**src/rtl/register_file_mp.sv**
```systemverilog
// Multi-read-port integer register file with a per-register pending-write scoreboard.
// Optional write-through forwarding on the read ports: define REGFILE_BYPASS_EN.
module register_file_mp #(
   parameter int unsigned XLEN   = 32,
   parameter int unsigned NREGS  = 32,
   parameter int unsigned NUM_RD = 2,
   localparam int unsigned AW    = $clog2(NREGS)
) (
   input  logic                     clk,
   input  logic                     reset,
   input  logic [NUM_RD*AW-1:0]     rd_addr,
   output logic [NUM_RD*XLEN-1:0]   rd_data,
   output logic [NUM_RD-1:0]        rd_busy,
   input  logic                     wr_en,
   input  logic [AW-1:0]            wr_addr,
   input  logic [XLEN-1:0]          wr_data,
   input  logic                     wr_clr,
   input  logic                     iss_en,
   input  logic [AW-1:0]            iss_addr,
   input  logic                     flush,
   output logic [NREGS-1:0]         busy_vec
);

   logic [XLEN-1:0]  regs_q [NREGS];
   logic [XLEN-1:0]  regs_d [NREGS];
   logic [NREGS-1:0] busy_q;
   logic [NREGS-1:0] busy_d;

   // Data array next state; x0 never takes a write.
   always_comb begin
      regs_d = regs_q;
      if (wr_en && (wr_addr != '0)) begin
         regs_d[wr_addr] = wr_data;
      end
      regs_d[0] = '0;
   end

   // Scoreboard next state: flush beats issue, issue beats a same-cycle clear.
   always_comb begin
      busy_d = busy_q;
      for (int unsigned r = 1; r < NREGS; r++) begin
         if (flush) begin
            busy_d[r] = 1'b0;
         end else if (iss_en && (iss_addr == AW'(r))) begin
            busy_d[r] = 1'b1;
         end else if (wr_en && wr_clr && (wr_addr == AW'(r))) begin
            busy_d[r] = 1'b0;
         end
      end
      busy_d[0] = 1'b0;
   end

   always_ff @(posedge clk or posedge reset) begin
      if (reset) begin
         for (int unsigned r = 0; r < NREGS; r++) begin
            regs_q[r] <= '0;
         end
         busy_q <= '0;
      end else begin
         regs_q <= regs_d;
         busy_q <= busy_d;
      end
   end

   // Combinational read ports; reset gating keeps any forwarded value off the bus.
   always_comb begin
      logic [AW-1:0] ra;
      ra      = '0;
      rd_data = '0;
      rd_busy = '0;
      for (int unsigned i = 0; i < NUM_RD; i++) begin
         ra = rd_addr[i*AW +: AW];
         if (!reset && (ra != '0)) begin
            rd_data[i*XLEN +: XLEN] = regs_q[ra];
            rd_busy[i]              = busy_q[ra];
`ifdef REGFILE_BYPASS_EN
            if (wr_en && (wr_addr == ra)) begin
               rd_data[i*XLEN +: XLEN] = wr_data;
               rd_busy[i]              = busy_d[ra];
            end
`endif
         end
      end
   end

   assign busy_vec = busy_q;

endmodule

```
**config.mk**
```make
export PLATFORM = sky130hd
export DESIGN_NAME = register_file_mp
export DESIGN_NICKNAME = d
export VERILOG_FILES = /design/src/rtl/register_file_mp.sv
export SDC_FILE = /design/constraint.sdc
export NUM_CORES = 2
export LEC_CHECK = 0
export BUFFER_PORTS_ARGS = -buffer_cell sky130_fd_sc_hd__buf_2
export CAP_MARGIN = 20
export CELL_PAD_IN_SITES_DETAIL_PLACEMENT = 2
export CELL_PAD_IN_SITES_GLOBAL_PLACEMENT = 2
export CORE_MARGIN = 4
export CORE_UTILIZATION = 30
export DETAILED_ROUTE_END_ITERATION = 10
export GPL_ROUTABILITY_DRIVEN = 0
export GPL_TIMING_DRIVEN = 0
export PLACE_DENSITY_LB_ADDON = 0.1
export SYNTH_ARGS = -nofsm -noshare
export SYNTH_HDL_FRONTEND = slang
export SYNTH_SLANG_ARGS = --single-unit
```
**constraint.sdc**
```tcl
create_clock -name clk -period 31.4 [get_ports clk]
set_clock_uncertainty 0.1 [all_clocks]
set_input_delay 3.14 -clock clk [delete_from_list [all_inputs] [get_ports clk]]
set_output_delay 3.14 -clock clk [all_outputs]
set_load 0.01 [all_outputs]
```
==> impl_metrics.csv <==
group,metric,value,unit
sta,hold_viol,0,
synth,synth_edf_count,0,
setup_path,r2r_end,"busy_vec[12]",
run,maxCapViolCount,0,
clock_network,cts_tree,"built",
setup_path,cpLargestDelayFamily,"buffers and inverters",
sta,setup_viol_count_final,0,
setup_path,cpPeakStageDelay,0.98,ns
power_and_ir_drop,comb_power_share,20.9,%
sta,max_freq,0.0944,GHz
setup_path,rr_worst_depth,2,
synth,synth.distinct_cells,51,
sta,period_needed,10.60,ns
setup_path,cpMaxStageDelayCell,"a2111oi_0",
global_route,overflow,0,
power_and_ir_drop,internal_power,0.00293,W
detailed_routing,wl_per_cell,45.4,µm
clock_network,clock-sinks,1023,
clock_network,clockRootBuffer,"clkbuf_16",
setup_path,critPathArrivalTime,7.36,ns
setup_path,crit_path_end,"rd_data[52]",
layout,ff_latch_area,25600,µm²
placed_design,dp_cells,6730,
layout,syn_to_final_growth,18.5,%
power_and_ir_drop,p_per_area,64.8,nW/µm²
global_route,grt_pass1_wl,420000,µm
detailed_routing,drtAntennaViolNets,0,
layout,finalNetCount,4465,
clock_network,numCtsBuffers,135,
clock_network,clkLatencyLatePin,0.79,ns
placed_design,detailed_place_hpwl,222000,µm
global_route,grt_max_degree,40,
setup_path,crit_chain,"buf_2, buf_2, buf_4, buf_2, buf_2, a221oi_1, a2111oi_0, a221o_1, buf_2",
detailed_routing,vias_per_cell,6.04,
global_route,grt_pass1_vias,44000,
power_and_ir_drop,seq_power_share,42.0,%
synth,synth_ff_type,"dfrtp_1",
layout,finalNonFillerCells,6974,
die,rows,157,
layout,fill_cells,18800,
setup_path,reg2reg_from,"busy_vec[12]",
detailed_routing,vias,42100,
layout,fin_area,65500,µm²
setup_path,cp.depth,9,
worst_hold_path,min_path_type,"reg2reg",
sta,rsz0062_at_grt,"false",
detailed_routing,wl_met2,143000,µm
clock_network,h-tree-depth,4,
clock_network,path_clk_slew,0.06,ns
setup_path,setup.worst_path.start,"rd_addr[5]",
sta,finalSetupTns,0,ns
layout,utilization,35.8,%
global_route,antenna_found_initial,21,
setup_path,worst_setup_path_end_kind,"primary output",
sta,period_share,33.8,%
die,fp.dieH,437,µm
detailed_routing,dr_wl_met3,20000,µm
worst_hold_path,whs_path_depth,1,
synth,synth-async-reset-ratio,100,%
die,dieArea,191000,µm²
synth,syn_area_per_cell,13.8,µm²
power_and_ir_drop,leakage,28.5,nW
setup_path,crit_required,28.16,ns
detailed_routing,dr.pass1.iters,8,
setup_path,crit_path_frequent_cell,"buf_2",
power_and_ir_drop,finalPower,0.00424,W
die,core_area,183000,µm²
synth,netlist_instances,4007,
power_and_ir_drop,clockPowerShare,37.1,%
detailed_routing,drt_drc_violations_left,0,
synth,yosysWarnings,0,
clock_network,postCtsSetupRepairBufs,0,
layout,multi_input_area,27700,µm²
synth,synth_area,55200,µm²
sta,max_slew_margin,14.8,%
detailed_routing,met1Wirelength,135000,µm
setup_path,worstSetupPathType,"in2out",
detailed_routing,drt_iter0_drc,3951,
power_and_ir_drop,ir_worst_vdd,45.3,µV
setup_path,cp-start-kind,"input pin",
setup_path,critPathBufInv,6,
sta,worst_pin_slew,1.28,ns
synth,syn_nets,4065,
placed_design,io_buffers,144,
detailed_routing,drt-total-wl,316000,µm
power_and_ir_drop,switching_power,0.00131,W
die,initial_core_util,30.2,%
die,boundaryPins,156,
setup_path,r2r_slack,30.31,ns
clock_network,cts_hold_buf,0,
clock_network,cts_resized,0,
placed_design,dpl_cell_area,61100,µm²
global_route,grt_use_total,32.7,%
detailed_routing,routed.top_layer,"met5",
die,die_w,437,µm
synth,yosysSeqAreaShare,46.3,%
synth,synth_seq_cells,1023,
run_status,status,"finished clean",
power_and_ir_drop,switching_share,31.0,%
layout,drive_gt1_share,43.0,%
clock_network,cts_buffer_depth,3,
sta,finalMaxSlewViolations,0,
setup_path,cp_max_fo,10,
-- metrics by stage --
step | setup slack (ns) | hold WS, ns
floorplan | 8.23 | 0.371
global placement | -7.05 | 0.393
detailed placement | 20.55 | 0.404
CTS | 20.41 | 0.418
global route | 20.85 | 0.434
finish | 20.80 | 0.414
-- flip-flops by register name (all words and copies together) (netlist names) --
register  count
busy_vec     31
regs_q      992
-- worst reg2reg max path: cells and delay by family, from the launching register on --
kind,cells,cell delay (ns)
AOI/OAI and AO/OA,2,0.36
DFF,1,0.55
-- cell usage after synthesis (33+ instances only) --
cell      instances  area (µm²)
a221oi_1         63         552
a21oi_1          96         480
mux2_2          921       10400
nand2_1         100         375
mux2_1          137        1540
mux2i_1         356        3560
a22oi_1          58         435
buf_1            59         221
a31oi_1          33         206
mux4_2          321        7230
o21ai_0          90         450
a211oi_1         41         308
o22ai_1          47         294
clkbuf_1        213         800
dfrtp_1        1023       25600
buf_2           130         651
nor2_1           71         267
-- kinds of logic after synthesis --
| kind of cell | after synthesis | synth area share [%] |
|---|---|---|
| multiplexers | 1735 | 41.1 |
| flip-flops | 1023 | 46.3 |
| AO/OA/AOI/OAI | 538 | 6.76 |
| buffers and inverters | 439 | 3.49 |
| AND/OR/NAND/NOR | 271 | 2.29 |
| other | 1 | 0.00679 |
-- area by class of cell --
class / count / area share [%]
multi-input cells: 2545 / 42.4
plain buffers: 433 / 3.03
well taps: 2464 / 4.71
inverters: 6 / 0.0401
clock inverters: 32 / 0.527
diodes: 7 / 0.0268
flip-flops and latches: 1023 / 39.1
clock buffers: 201 / 6.02
repair buffers: 263 / 4.17
-- layout by cell type (no fill, tap or decap), drive strengths merged, types with 10 or more instances in the layout --
cell type,Yosys,layout
inv,5,11
a211oi,41,41
o41ai,10,10
clkbuf,213,414
buf,220,482
a21oi,96,96
nor2,71,71
o221ai,15,15
a221o,13,13
nand2b,18,18
a32oi,30,30
nor3,18,18
o21ai,90,90
nand2,100,100
a31oi,33,33
nor2b,26,26
o22ai,47,47
a221oi,63,63
dfrtp,1023,1023
a2111o,12,12
mux4,321,321
mux2i,356,356
a22oi,58,58
mux2,1058,1058
clkinv,1,21
-- metal layers --
metal  vias up  GRT usage (%)
met4         4           16.7
met3       601           6.56
met2      1792           50.4
met1     23500           43.5
met5         -              0
li1      16200              -
-- power groups by stage --
stage | sequential, W | combinational, W | clock [W]
2_1_floorplan | 0.00172 | 0.000591 | 0
3_3_place_gp | 0.00179 | 0.000835 | 0
3_5_place_dp | 0.00179 | 0.000876 | 0
4_1_cts | 0.00177 | 0.000881 | 0.00159
5_1_grt | 0.00181 | 0.000933 | 0.00165
6_report | 0.00178 | 0.000887 | 0.00157
-- worst min path at each step --
stage                startpoint          end
floorplan           regs_q[597]  regs_q[597]
global placement    regs_q[122]  regs_q[122]
detailed placement  regs_q[910]  regs_q[910]
CTS                 regs_q[910]  regs_q[910]
global route        regs_q[383]  regs_q[383]
finish              regs_q[383]  regs_q[383]
(Power assumes the default switching activity.)
